[src/rtl/pet_video_timing_pkg.sv]
// pet_video_timing_pkg: slot phase map, CRTC register widths and shared compare helpers.
package pet_video_timing_pkg;
   localparam int PHASE_W = 4;
   localparam int ADDR_W  = 12;
   localparam int HW = 8, HSW = 4, VHW = 5, VW = 7, VSW = 4, VAW = 5;
   localparam logic [PHASE_W-1:0] PI_START         = 4'd0;
   localparam logic [PHASE_W-1:0] PI_END           = 4'd3;
   localparam logic [PHASE_W-1:0] PI_STROBE_START  = 4'd1;
   localparam logic [PHASE_W-1:0] PI_STROBE_END    = 4'd2;
   localparam logic [PHASE_W-1:0] VIDEO_START      = 4'd4;
   localparam logic [PHASE_W-1:0] VIDEO_END        = 4'd9;
   localparam logic [PHASE_W-1:0] VIDEO_RAM_PHASE  = 4'd5;
   localparam logic [PHASE_W-1:0] VIDEO_ROM_PHASE  = 4'd8;
   localparam logic [PHASE_W-1:0] IO_START         = 4'd9;
   localparam logic [PHASE_W-1:0] CPU_START        = 4'd10;
   localparam logic [PHASE_W-1:0] CPU_STROBE_START = 4'd11;
   localparam logic [PHASE_W-1:0] CPU_STROBE_END   = 4'd14;
   localparam logic [PHASE_W-1:0] LOAD_PHASE       = 4'd15;

   typedef struct packed {
      logic [HW-1:0]  h_total;
      logic [HW-1:0]  h_disp;
      logic [HW-1:0]  h_sync_pos;
      logic [HSW-1:0] h_sync_width;
      logic [VHW-1:0] v_height;
      logic [VW-1:0]  v_total;
      logic [VW-1:0]  v_disp;
      logic [VW-1:0]  v_sync_pos;
      logic [VSW-1:0] v_sync_width;
      logic [VAW-1:0] v_adjust;
   } crtc_regs_t;

   function automatic logic in_phase(input logic [PHASE_W-1:0] p, input logic [PHASE_W-1:0] lo,
                                     input logic [PHASE_W-1:0] hi);
      return p >= lo && p <= hi;
   endfunction

   // Widened sum so a sync window near the top of the range cannot wrap; zero width is empty.
   function automatic logic in_window(input logic [7:0] val, input logic [7:0] pos, input logic [3:0] width);
      return val >= pos && {1'b0, val} < {1'b0, pos} + {5'd0, width};
   endfunction
endpackage

[src/rtl/pet_video_timing_crtc_timing.sv]
// pet_video_timing_crtc_timing: character/scanline/row counters with sync and active compares.
// Counters advance once per character; timing outputs are registered one character late.
module pet_video_timing_crtc_timing
   import pet_video_timing_pkg::*;
(
   input  logic              clk16,
   input  logic              reset_n,
   input  logic              i_adv,
   input  crtc_regs_t        i_regs,
   output logic [ADDR_W-1:0] o_ma,
   output logic [3:0]        o_ra,
   output logic              o_active,
   output logic              o_h_sync,
   output logic              o_h_active,
   output logic              o_v_sync,
   output logic              o_v_active
);
   logic [HW-1:0]     r_h, w_h_n;
   logic [VW-1:0]     r_v, w_v_n;
   logic [VHW-1:0]    r_ra, w_ra_n;
   logic [ADDR_W-1:0] r_row, w_row_n;
   logic              r_adj, w_adj_n;
   logic              w_h_wrap, w_ra_wrap, w_adj_end, w_h_act;
   logic              r_h_sync, r_h_active, r_v_sync, r_v_active;

   assign w_h_act    = r_h < i_regs.h_disp;
   assign o_active   = w_h_act && !r_adj && r_v < i_regs.v_disp;
   assign o_ma       = r_row + {4'd0, r_h};
   assign o_ra       = r_ra[3:0];
   assign o_h_sync   = r_h_sync;
   assign o_h_active = r_h_active;
   assign o_v_sync   = r_v_sync;
   assign o_v_active = r_v_active;

   // ">=" rather than "==" so a counter stranded above a shrunken total still wraps.
   always_comb begin
      w_h_wrap  = r_h >= i_regs.h_total;
      w_ra_wrap = r_ra >= i_regs.v_height;
      w_adj_end = {1'b0, r_ra} + 6'd1 >= {1'b0, i_regs.v_adjust};
      w_h_n     = w_h_wrap ? '0 : r_h + 8'd1;
      w_v_n     = r_v;
      w_ra_n    = r_ra;
      w_row_n   = r_row;
      w_adj_n   = r_adj;
      if (w_h_wrap) begin
         if (r_adj ? w_adj_end : (w_ra_wrap && r_v >= i_regs.v_total && i_regs.v_adjust == '0)) begin
            w_v_n   = '0;
            w_ra_n  = '0;
            w_row_n = '0;
            w_adj_n = 1'b0;
         end else if (r_adj || !w_ra_wrap) begin
            w_ra_n = r_ra + 5'd1;
         end else if (r_v < i_regs.v_total) begin
            w_v_n   = r_v + 7'd1;
            w_ra_n  = '0;
            w_row_n = r_row + {4'd0, i_regs.h_disp};
         end else begin
            w_adj_n = 1'b1;
            w_ra_n  = '0;
         end
      end
   end

   always_ff @(posedge clk16 or negedge reset_n) begin
      if (!reset_n) begin
         r_h        <= '0;
         r_v        <= '0;
         r_ra       <= '0;
         r_row      <= '0;
         r_adj      <= 1'b0;
         r_h_sync   <= 1'b0;
         r_h_active <= 1'b0;
         r_v_sync   <= 1'b0;
         r_v_active <= 1'b0;
      end else if (i_adv) begin
         r_h        <= w_h_n;
         r_v        <= w_v_n;
         r_ra       <= w_ra_n;
         r_row      <= w_row_n;
         r_adj      <= w_adj_n;
         r_h_active <= w_h_act;
         r_h_sync   <= in_window(r_h, i_regs.h_sync_pos, i_regs.h_sync_width);
         r_v_active <= !w_adj_n && w_v_n < i_regs.v_disp;
         r_v_sync   <= !w_adj_n && in_window({1'b0, w_v_n}, {1'b0, i_regs.v_sync_pos}, i_regs.v_sync_width);
      end
   end
endmodule

[src/rtl/pet_video_timing.sv]
// pet_video_timing: PET bus-slot sequencer and character video generator.
// Phase decode, fetch address mux and pixel shifter around the CRTC counters.
module pet_video_timing
   import pet_video_timing_pkg::*;
(
   input  logic              clk16,
   input  logic              reset_n,
   output logic              pi_select,
   output logic              pi_strobe,
   output logic              video_select,
   output logic              video_ram_strobe,
   output logic              video_rom_strobe,
   output logic              cpu_select,
   output logic              io_select,
   output logic              cpu_strobe,
   output logic [ADDR_W-1:0] addr_out,
   input  logic [7:0]        data_in,
   input  logic [7:0]        h_char_total,
   input  logic [7:0]        h_char_displayed,
   input  logic [7:0]        h_sync_pos,
   input  logic [3:0]        h_sync_width,
   input  logic [4:0]        v_char_height,
   input  logic [6:0]        v_char_total,
   input  logic [6:0]        v_char_displayed,
   input  logic [6:0]        v_sync_pos,
   input  logic [3:0]        v_sync_width,
   input  logic [4:0]        v_adjust,
   output logic              video,
   output logic              h_sync,
   output logic              h_active,
   output logic              v_sync,
   output logic              v_active
);
   logic [PHASE_W-1:0] r_phase, w_phase_n;
   logic [7:0]         r_slots, w_slots;
   logic [ADDR_W-1:0]  r_addr, w_ma;
   logic [7:0]         r_char, r_rom, r_shift;
   logic [3:0]         w_ra;
   logic               w_active, w_load;
   crtc_regs_t         w_regs;

   assign w_phase_n = r_phase + 4'd1;
   assign w_load    = r_phase == LOAD_PHASE;
   assign addr_out  = r_addr;
   assign video     = r_shift[7];
   assign w_regs    = '{h_total: h_char_total, h_disp: h_char_displayed, h_sync_pos: h_sync_pos,
                        h_sync_width: h_sync_width, v_height: v_char_height, v_total: v_char_total,
                        v_disp: v_char_displayed, v_sync_pos: v_sync_pos, v_sync_width: v_sync_width,
                        v_adjust: v_adjust};
   // Decoded from the next phase so each registered slot lines up with the phase it names.
   assign w_slots   = {in_phase(w_phase_n, PI_START, PI_END),
                       in_phase(w_phase_n, PI_STROBE_START, PI_STROBE_END),
                       in_phase(w_phase_n, VIDEO_START, VIDEO_END),
                       in_phase(w_phase_n, VIDEO_RAM_PHASE, VIDEO_RAM_PHASE),
                       in_phase(w_phase_n, VIDEO_ROM_PHASE, VIDEO_ROM_PHASE),
                       in_phase(w_phase_n, CPU_START, LOAD_PHASE),
                       in_phase(w_phase_n, IO_START, LOAD_PHASE),
                       in_phase(w_phase_n, CPU_STROBE_START, CPU_STROBE_END)};
   assign {pi_select, pi_strobe, video_select, video_ram_strobe, video_rom_strobe,
           cpu_select, io_select, cpu_strobe} = r_slots;

   pet_video_timing_crtc_timing u_crtc (
      .clk16      (clk16),
      .reset_n    (reset_n),
      .i_adv      (w_load),
      .i_regs     (w_regs),
      .o_ma       (w_ma),
      .o_ra       (w_ra),
      .o_active   (w_active),
      .o_h_sync   (h_sync),
      .o_h_active (h_active),
      .o_v_sync   (v_sync),
      .o_v_active (v_active)
   );

   // Address is held one phase either side of each strobe; new pixels start on even phases.
   always_ff @(posedge clk16 or negedge reset_n) begin
      if (!reset_n) begin
         r_phase <= '0;
         r_slots <= '0;
         r_addr  <= '0;
         r_char  <= '0;
         r_rom   <= '0;
         r_shift <= '0;
      end else begin
         r_phase <= w_phase_n;
         r_slots <= w_slots;
         if (in_phase(w_phase_n, VIDEO_RAM_PHASE - 4'd1, VIDEO_RAM_PHASE + 4'd1))
            r_addr <= w_ma;
         else if (in_phase(w_phase_n, VIDEO_ROM_PHASE - 4'd1, VIDEO_ROM_PHASE + 4'd1))
            r_addr <= {r_char, w_ra};
         if (r_phase == VIDEO_RAM_PHASE)
            r_char <= data_in;
         if (r_phase == VIDEO_ROM_PHASE)
            r_rom <= data_in;
         if (w_load)
            r_shift <= w_active ? r_rom : '0;
         else if (r_phase[0])
            r_shift <= {r_shift[6:0], 1'b0};
      end
   end
endmodule

[config.mk]
export PLATFORM = sky130hd
export DESIGN_NAME = pet_video_timing
export DESIGN_NICKNAME = d
export VERILOG_FILES = /design/src/rtl/pet_video_timing_pkg.sv /design/src/rtl/pet_video_timing_crtc_timing.sv /design/src/rtl/pet_video_timing.sv
export SDC_FILE = /design/constraint.sdc
export NUM_CORES = 1
export LEC_CHECK = 0
export ABC_AREA = 1
export CAP_MARGIN = 20
export CORE_ASPECT_RATIO = 0.5
export CORE_MARGIN = 2
export CORE_UTILIZATION = 25
export DETAILED_ROUTE_END_ITERATION = 10
export DONT_BUFFER_PORTS = 1
export PLACE_DENSITY_LB_ADDON = 0.2
export SKIP_LAST_GASP = 1
export SYNTH_ARGS = -nofsm -noshare
export SYNTH_HDL_FRONTEND = slang
export SYNTH_SLANG_ARGS = --single-unit
[constraint.sdc]
create_clock -name clk16 -period 3.19 [get_ports clk16]
set_clock_uncertainty 0.15 [all_clocks]
set_input_delay 0.4785 -clock clk16 [delete_from_list [all_inputs] [get_ports clk16]]
set_output_delay 0.4785 -clock clk16 [all_outputs]
set_load 0.03 [all_outputs]
# == Yosys cells after proc, flatten, opt, wreduce, memory -nomap -nowiden ==
# Cells that the tools add are included.
# totals
register_bits,85
in_bits,73
out_inout_bits,25
elab_cells,105
# op_classes
add_sub_neg,9
n_lt_le_gt_ge,29
eq_ne,4
n_mux,20
reduce_logical,28
# ops
operator,count
two-way mux 12 bit,5
two-way mux 8 bit,4
two-way mux 7 bit,4
adder 12 x 8 -> 12 bit,2
less-than comparator 7 bit,3
logical AND 1 bit,18
greater-or-equal comparator 4 bit (second input constant),4
greater-or-equal comparator 8 bit,2
<= comparator 4 bit (second input constant),4
greater-or-equal comparator 7 bit,2
greater-or-equal comparator 4 x 3 -> 1 bit (second input constant),3
two-way mux 5 bit,2
adder 8 x 4 -> 9 bit,1
less-than comparator 7 x 9 -> 1 bit,1
less-than comparator 8 x 9 -> 1 bit,1
adder 7 x 4 -> 8 bit,1
adder 8 x 1 -> 8 bit (second input constant),1
equality test 4 bit (second input constant),2
greater-or-equal comparator 4 x 1 -> 1 bit (second input constant),2
<= comparator 4 x 2 -> 1 bit (second input constant),2
<= comparator 4 x 3 -> 1 bit (second input constant),2
less-than comparator 8 bit,1
adder 7 x 1 -> 7 bit (second input constant),1
adder 5 x 1 -> 6 bit (second input constant),1
other kinds (13),21

# == Logic depth before layout (Yosys ltp) ==
# Gate-level depths: netlist of run 1.
# depth
word_depth,9
mapped_depth,23
depth_no_buf,23

# == Hierarchy ==
# From an unflattened synthesis of run 1, not the netlist that was laid out.
# hier_totals
hier_cells,925
area_unflattened_um2,7035.5
# by_module_without_submodules
module,instances,cells_per_inst,area_each_um2,seq_area_each_um2
pet_video_timing_crtc_timing,1,681,4857.2,925.9
pet_video_timing,1,244,2178.3,1201.2

# == Worst setup path after synthesis of run 1 ==
# OpenSTA, ideal clock, no wires.
# synth_path
kind,reg-to-reg
startpoint,reg u_crtc.r_ra[0]
endpoint,reg u_crtc.r_v_sync (netlist: u_crtc.o_v_sync)
setup_time_ps,118
arrival_time_ps,2847
required_ps,2922
slack_ps,76
path_stages_with_launch,20
path_buffers,0
synth_period_minus_slack_ps,3114
path_cell_list,dfrtp_1 > ha_1 > nand3_1 > xor2_1 > inv_1 > ha_1 > nor3_1 > nand2_1 > nand3_1 > inv_1 > a211oi_1 > ha_1 > nand2_1 > o21ai_0 > a21oi_1 > o21ai_0 > nand2_1 > o311ai_0 > nand3_1 > nand2_1
# synth_between
elab_chain_cells,9
word_cells_on_any_way,19
classes_between,1 x add/sub; 4 x order compare; 7 x mux; 7 x reduce/logical
# synth_lines
element,line_no,rtl
from (decl),pet_video_timing_crtc_timing.sv:20,"logic [VHW-1:0] r_ra, w_ra_n;"
from (signal assigned),pet_video_timing_crtc_timing.sv:78,r_ra <= w_ra_n;
"parallel branches: the longest is 4 deep, another holds adder 5 x 1 -> 6 bit",-,
two-way mux 7 bit *,pet_video_timing_crtc_timing.sv:46,if (r_adj ? w_adj_end : (w_ra_wrap && r_v >= i_regs.v_total && i_regs.v_adjust == '0)) begin
two-way mux 7 bit *,pet_video_timing_crtc_timing.sv:45,if (w_h_wrap) begin
via u_crtc.w_v_n[1],pet_video_timing_crtc_timing.sv:19,"logic [VW-1:0] r_v, w_v_n;"
less-than comparator 7 x 9 -> 1 bit / greater-or-equal comparator 7 bit (equally long branches),pet_video_timing_pkg.sv:40,"return val >= pos && {1'b0, val} < {1'b0, pos} + {5'd0, width};"
logical AND 1 bit *,pet_video_timing_pkg.sv:40,
logical AND 1 bit *,pet_video_timing_crtc_timing.sv:84,"r_v_sync <= !w_adj_n && in_window({1'b0, w_v_n}, {1'b0, i_regs.v_sync_pos}, i_regs.v_sync_width);"
to (signal assigned),pet_video_timing_crtc_timing.sv:84,
to (decl),pet_video_timing_crtc_timing.sv:24,"logic r_h_sync, r_h_active, r_v_sync, r_v_active;"
# Mark *: on every way through the listed nets, which the timed path passes.
# A chain may end at the register's enable or synchronous reset.

# == Worst setup path in the final report of run 1 ==
# layout_path
startpoint,reg u_crtc.r_ra[4]
endpoint,reg u_crtc.r_v_sync (netlist: u_crtc.o_v_sync)
# Same word-level chain as after synthesis.

==> out/metrics.csv, run 1 <==
stage;metric;value;unit
outcome;outcome;finished clean;
detailed_routing;vias per std cell;4.47;
layout;Final nets;1112;
synthesis;Avg Cell Area, Syn;7.79;um2
timing;max-slew violations;0;
die;die area;28900;um2
timing;Setup violations, final;0;
cts;CTS tree;done;
synthesis;Mapped Nets;1061;
synthesis;ys async rst share;100;%
die;Std-Cell Rows;42;
critical_path;crit-path max FO;3;
pwr;Peak VDD IR;219;uV
cts;Reg clk slew, reported paths;0.07;ns
timing;RSZ-0062 raised after global routing;yes;
job;max cap viols;0;
pwr;Pwr Total;3710;uW
synthesis;number of synthesized flops with an enable pin;0;
global_routing;number of global-route vias before repair;5606;
detailed_routing;metal2 WL;8620;um
timing;final hold vios;0;
timing;Final min period;3.12;ns
detailed_routing;number of iterations in the first detailed-routing pass;4;
worst_hold_path;hold crit path type;in2reg;
detailed_routing;Antenna Nets Post-Route;0;
layout;final std cells w/o fill;1287;
die;Core ar.;26700;um2
synthesis;Yosys cell types;49;
global_routing;grt total ovfl;0;
global_routing;total global-route track usage;13.2;%
die;Initial Utilization;25.7;%
die;Die Ht;121;um
synthesis;sequential area share after synthesis;31.0;%
critical_path;slowest CP cell;dfrtp_1;
cts;root buffer cell;clkbuf_16;
synthesis;Mapped Area;6860;um2
global_routing;largest net degree at the start of global routing;86;
critical_path;CP Launch Type;flop;
critical_path;cell mode on critical path;nand2_1;
synthesis;post-synthesis register bit count;85;
cts;CTS Buf Count;9;
pwr;PD cells;457;nW/um2
timing;Max Fclk;320;MHz
cts;Skew-Pair Late Insertion Delay;0.34;ns
critical_path;Worst setup EP type;flop;
global_routing;first-pass GRT wire length;29600;um
synthesis;Cells after Synth;881;
timing;Tcrit/Tclk final;97.9;%
critical_path;Buf+Inv Stages, Crit Path;3;
critical_path;CP max stage delay;0.44;ns
place;placed cells;1261;
detailed_routing;DRC;0;
detailed_routing;final wirelength;18500;um
pwr;Pleak;0.00425;uW
cts;CTS H-Tree Depth;3;
timing;Least-Margin Pin Slew;0.527;ns
synthesis;ys flop type;dfrtp_1;
synthesis;YS warnings;0;
critical_path;required time of the critical path;3.28;ns
timing;Rel. slew slack;64.7;%
detailed_routing;top sig layer;met4;
detailed_routing;met1 WL;8990;um
cts;clock tree buffer depth;2;
layout;share of layout cells above drive strength 1;15.5;%
cts;CTS Sinks;85;
detailed_routing;met3 wire len;584;um
die;io pins;98;
place;IO buf count;0;
place;Placer Congestion;0.830;
global_routing;initial antenna violation count;1;
place;DPL Wire Length;14800;um
critical_path;Crit path max-delay family;simple AND/OR/NAND/NOR gates;
detailed_routing;number of DRC markers in iteration 0;311;
critical_path;critical-path cell list;ha_1 -> nand2_1 -> nor2_1 -> nand2_1 -> nand3_2 -> nand2_2 -> nor2_4 -> nand3_4 -> nor3_4 -> buf_4 -> nor3_2 -> buf_4 -> ha_1 -> inv_2 -> o31ai_2 -> nand2_1 -> o21ai_1 -> a31oi_1 -> nand3_1 -> nand2_1;
layout;filler instances;2874;
critical_path;Worst Setup Path Type;reg2reg;
die;Die Wd;238;um
detailed_routing;drt wl/cell;14.3;um
detailed_routing;vias;5749;
critical_path;Worst EP arrival;3.21;ns
layout;Area Growth Syn to Fin;18.4;%
[registers in the layout, indices dropped and copies added, names as in the netlist, 4 cells and up]
name and cells:
r_slots 8, r_phase 4, u_crtc.r_v 7, u_crtc.r_h 8, u_crtc.r_row 12, r_shift 8, r_rom 8, addr_out 12
u_crtc.r_ra 5, r_char 8
[final timing paths]
path / slack [ns] / cells past startpoint / start / endpoint
min: 0.16 / 2 / data_in[0] / r_char[0]
min in group asynchronous: 0.60 / 2 / reset_n / u_crtc.r_row[6]
min reg2reg: 0.34 / 2 / r_char[0] / r_char[0]
max: 0.07 / 20 / u_crtc.r_ra[4] / u_crtc.o_v_sync
max in group asynchronous: 1.93 / 2 / reset_n / r_shift[6]
max reg2reg: 0.07 / 20 / u_crtc.r_ra[4] / u_crtc.o_v_sync
[cell families (layout without fill, tap and decap cells)]
logic type | Yosys count | in the layout | share of synthesized area, %
adder cells (fa/ha/maj) | 107 | 107 | 19.9
buffers and inverters | 159 | 212 | 9.10
AO/OA/AOI/OAI | 165 | 165 | 13.7
AND/OR/NAND/NOR | 339 | 339 | 22.8
flip-flops | 85 | 85 | 31.0
XOR/XNOR | 26 | 26 | 3.43
other | 0 | 1 | 0
[placed cells by master, fill, tap and decap left out, drive strengths merged, types with 2 or more instances in the layout]
master | synthesis | final
o31ai | 2 | 2
inv | 148 | 148
a21oi | 65 | 65
bufinv | 0 | 2
nor3 | 13 | 13
nand3 | 53 | 53
nand4 | 9 | 9
a211oi | 2 | 2
o21a | 4 | 4
nand2 | 200 | 200
ha | 103 | 103
a31oi | 3 | 3
o211ai | 7 | 7
dfrtp | 85 | 85
o21bai | 5 | 5
xnor2 | 5 | 5
or2 | 3 | 3
nor2 | 58 | 58
xor2 | 21 | 21
fa | 4 | 4
o21ai | 70 | 70
clkbuf | 6 | 11
buf | 4 | 49
[Yosys cell counts, types with 4 or more instances]
cell	n	area, um2
nand3_1	50	250
inv_2	12	45.0
ha_1	103	1290
nor3_1	9	45.0
xnor2_1	5	43.8
fa_1	4	80.1
o21ai_1	6	30.0
nor2_2	5	31.3
xor2_1	20	175
a21oi_1	64	320
nor2_1	45	169
dfrtp_1	85	2130
clkbuf_1	6	22.5
inv_1	134	503
nand4_1	9	56.3
o21ai_0	62	310
o21a_1	4	30.0
nor2_4	6	67.6
o21bai_1	5	37.5
nand2_2	5	31.3
nand2_1	192	721
o211ai_1	7	52.6
[metrics by stage]
step / setup TNS, ns / setup WS (ns) / area, um2 / util [%] / hold WS [ns]
after floorplan: 0 / 0.0757 / 6860 / - / 0.0329
after CTS: 0 / 0.0141 / 7910 / 29.6 / 0.155
after global routing: -0.230 / -0.167 / 8120 / 30.4 / 0.153
after detailed placement: -0.124 / -0.124 / 7530 / 28.2 / 0.0369
after global placement: -0.0256 / -0.0256 / 7530 / 28.2 / 0.0360
final: 0 / 0.0667 / 8120 / 30.4 / 0.158
[layer usage]
layer / GRT usage, % / vias to the layer above
met5: 0 / -
met1: 17.5 / 2666
met2: 21.8 / 77
met3: 2.91 / 12
li1: - / 2994
met4: 3.44 / 0
[power by group]
group / total, uW / internal, uW / switching [uW] / leakage [uW]
clock network: 1110 / 695 / 416 / 0.000148
registers: 1300 / 1170 / 128 / 0.00104
logic: 1300 / 552 / 749 / 0.00306
total: 3710 / 2420 / 1290 / 0.00425
[final cells by class]
class                      instances  area (um2)  area share [%]
multi-input combinational        637        4270            52.6
sequential                        85        2130            26.2
clock buffer                      11         243            2.99
timing repair buffer              50         405            4.99
antenna                            1        2.50          0.0308
inverter                         149         567            6.98
tap                              352         440            5.42
clock inverter                     2        60.1           0.739
[what timing repair did]
item                       CTS  global route
hold buffers                 2             0
hold endpoints to repair    85             0
setup endpoints to repair    1             2
pin swaps                    2            13
gates resized for setup      9            39
buffers inserted             2             8
No activity file was read; power rests on OpenSTA's default activity.
==> run 2, diff against run 1 <==
- ABC_AREA: 1 -> unset
- PLACE_DENSITY_LB_ADDON: 0.2 -> 0.3
==> out/metrics.csv, run 2 <==
stage;metric;value;unit
outcome;outcome;complete, but fails checks;
outcome;failing checks;negative setup slack;
global_routing;total global-route track usage;13.1;%
critical_path;CP Launch Type;flop;
timing;Setup violations, final;2;
timing;setup ws final;-0.0649;ns
detailed_routing;drt wl/cell;15.5;um
layout;share of layout cells above drive strength 1;21.7;%
timing;Final min period;3.25;ns
layout;filler instances;2730;
synthesis;top post-synthesis cells by area;dfrtp_1, ha_1, o21ai_0;
synthesis;ys flop type;dfrtp_1;
synthesis;sequential area share after synthesis;32.0;%
critical_path;Worst setup EP type;flop;
synthesis;Yosys top cell area share;32.0;%
detailed_routing;vias per std cell;4.68;
worst_hold_path;hold crit path type;in2reg;
critical_path;setup slack, reg-to-reg;-0.06;ns
die;io pins;98;
timing;Worst Hold Slack;0.135;ns
timing;Tcrit/Tclk final;102;%
die;Initial Utilization;25.3;%
job;max cap viols;0;
worst_hold_path;Worst Hold Depth;1;
critical_path;Worst Setup Path Type;reg2reg;
cts;clock tree buffer depth;2;
timing;max-slew violations;0;
synthesis;Mapped Area;6640;um2
place;IO buf count;0;
layout;antenna diode count;0;
detailed_routing;met3 wire len;548;um
pwr;Peak VDD IR;211;uV
cts;Skew-Pair Late Insertion Delay;0.34;ns
timing;Least-Margin Pin Slew;0.732;ns
global_routing;number of global-route vias before repair;5538;
detailed_routing;top sig layer;met4;
layout;area of the multi-input gates;4580;um2
synthesis;Avg Cell Area, Syn;9.14;um2
layout;Final nets;981;
synthesis;top-count cell post-synth;ha_1;
cts;CTS Sinks;85;
synthesis;ys async rst share;100;%
global_routing;first-pass GRT wire length;29000;um
detailed_routing;Antenna Nets Post-Route;0;
timing;Rel. slew slack;50.8;%
worst_hold_path;Hold Crit Start;data_in[2];
critical_path;capture point of the worst reg-to-reg path;u_crtc.o_v_active;
layout;storage element area;2130;um2
synthesis;Yosys cell types;59;
detailed_routing;met1 WL;8350;um
detailed_routing;DRC;0;
synthesis;Cells after Synth;727;
synthesis;top cells by count, synth;ha_1, dfrtp_1, inv_1;
detailed_routing;number of iterations in the first detailed-routing pass;4;
synthesis;number of synthesized flops with an enable pin;0;
die;Die Wd;235;um
pwr;Pwr Total;2550;uW
cts;CTS H-Tree Depth;3;
global_routing;grt total ovfl;0;
timing;RSZ-0062 raised after global routing;yes;
cts;root buffer cell;clkbuf_16;
die;Die Ht;119;um
critical_path;worst-case reg-to-reg path depth;16;
synthesis;post-synthesis register bit count;85;
synthesis;Mapped Nets;907;
critical_path;Crit. Startpoint;u_crtc.r_ra[1];
critical_path;Reg-to-Reg Start;u_crtc.r_ra[1];
detailed_routing;metal2 WL;8710;um
die;die area;28000;um2
cts;CTS Buf Count;9;
detailed_routing;number of DRC markers in iteration 0;222;
critical_path;Worst EP arrival;3.39;ns
pwr;PD cells;306;nW/um2
pwr;Pleak;0.00392;uW
layout;commonest non-fill, non-tap cell in the layout;ha_1;
synthesis;post-synth top area cell;dfrtp_1;
die;Core ar.;26300;um2
cts;Reg clk slew, reported paths;0.07;ns
critical_path;crit-path max FO;9;
layout;most frequent cells in the layout;ha_1, dfrtp_1, buf_4;
die;Std-Cell Rows;42;
detailed_routing;final wirelength;17900;um
cts;CTS tree;done;
global_routing;largest net degree at the start of global routing;86;
layout;Area Growth Syn to Fin;25.9;%
timing;final hold vios;0;
synthesis;YS warnings;0;
critical_path;required time of the critical path;3.32;ns
place;Placer Congestion;0.827;
detailed_routing;vias;5422;
timing;Max Fclk;307;MHz
worst_hold_path;Hold EP;r_rom[2];
global_routing;initial antenna violation count;0;
place;DPL Wire Length;14200;um
## run 2: cell types whose count changed in the layout (fill, tap and decap cells not counted), sizes merged, moves of 17 or more
| cell | delta |
|---|---|
| buf | +29 |
| a21oi | -21 |
| nand2 | -143 |
| nand3 | -38 |
| inv | -77 |
| xnor2 | +22 |
| mux2 | +17 |
## run 2: area by class of cell
cell class | count | area share [%]
flip-flops and latches | 85 | 25.5
well taps | 352 | 5.27
clock inverters | 7 | 0.943
repair buffers | 79 | 7.53
clock buffers | 9 | 2.69
multi-input cells | 558 | 54.8
inverters | 68 | 3.29
## run 2: power by group
group / leakage (uW) / switching [uW] / internal [uW]
combinational: 0.00272 / 179 / 164
clock: 0.000151 / 472 / 617
sequential: 0.00106 / 26.8 / 1100
## run 2: critical path, stage by stage (launching register included)
cell,delay [ns]
dfrtp_2,0.42
ha_4,0.17
nand3_2,0.09
xnor2_2,0.15
ha_1,0.30
nand2_1,0.07
o211ai_1,0.12
a31oi_4,0.28
nor4_4,0.07
buf_12,0.16
nor2_4,0.15
ha_4,0.22
nor2b_1,0.12
o21a_1,0.16
o31a_1,0.25
o21ai_1,0.12
a32o_1,0.17
## run 2: timing repair
action | in CTS | in global routing
resized for setup | 10 | 21
endpoints found under the setup margin | 2 | 14
pin swaps | 6 | 11
cloned | 0 | 0
hold buffers | 2 | 0
setup buffers | 5 | 5
hold endpoints to repair | 85 | 0
## run 2: kinds of logic (layout without fill, tap and decap cells)
logic type / Yosys count / count (layout) / share of synthesized area (%)
flops: 85 / 85 / 32.0
compound gates: 188 / 188 / 17.7
buf+inv: 84 / 163 / 5.01
simple gates: 192 / 192 / 14.4
fa+ha+maj: 107 / 107 / 20.6
xor+xnor: 38 / 38 / 5.01
mux: 33 / 33 / 5.29
## run 2: worst max-delay path by stage
stage | end | cells after the start
floorplan | u_crtc.o_v_sync | 17
global placement | u_crtc.o_v_sync | 15
detailed placement | u_crtc.o_v_sync | 15
CTS | u_crtc.o_v_sync | 14
global route | u_crtc.o_v_sync | 14
finish | u_crtc.o_v_active | 16
## run 2: per-stage QoR
| step | setup TNS (ns) | instance area (um2) | utilization, % | setup slack [ns] | instances |
|---|---|---|---|---|---|
| floorplan | -0.156 | 6930 | - | -0.0993 | 727 |
| global placement | -0.477 | 7790 | 29.6 | -0.263 | 1130 |
| detailed placement | -0.569 | 7790 | 29.7 | -0.314 | 1131 |
| CTS | -0.364 | 8230 | 31.3 | -0.127 | 1154 |
| global route | -0.541 | 8360 | 31.8 | -0.244 | 1158 |
| finish | -0.113 | 8360 | 31.8 | -0.0649 | 1158 |
## run 2: layer usage
layer / vias up / track usage [%]
met2: 62 / 22.7
li1: 2741 / -
met1: 2602 / 16.8
met4: 0 / 3.26
met5: - / 0
met3: 17 / 2.59
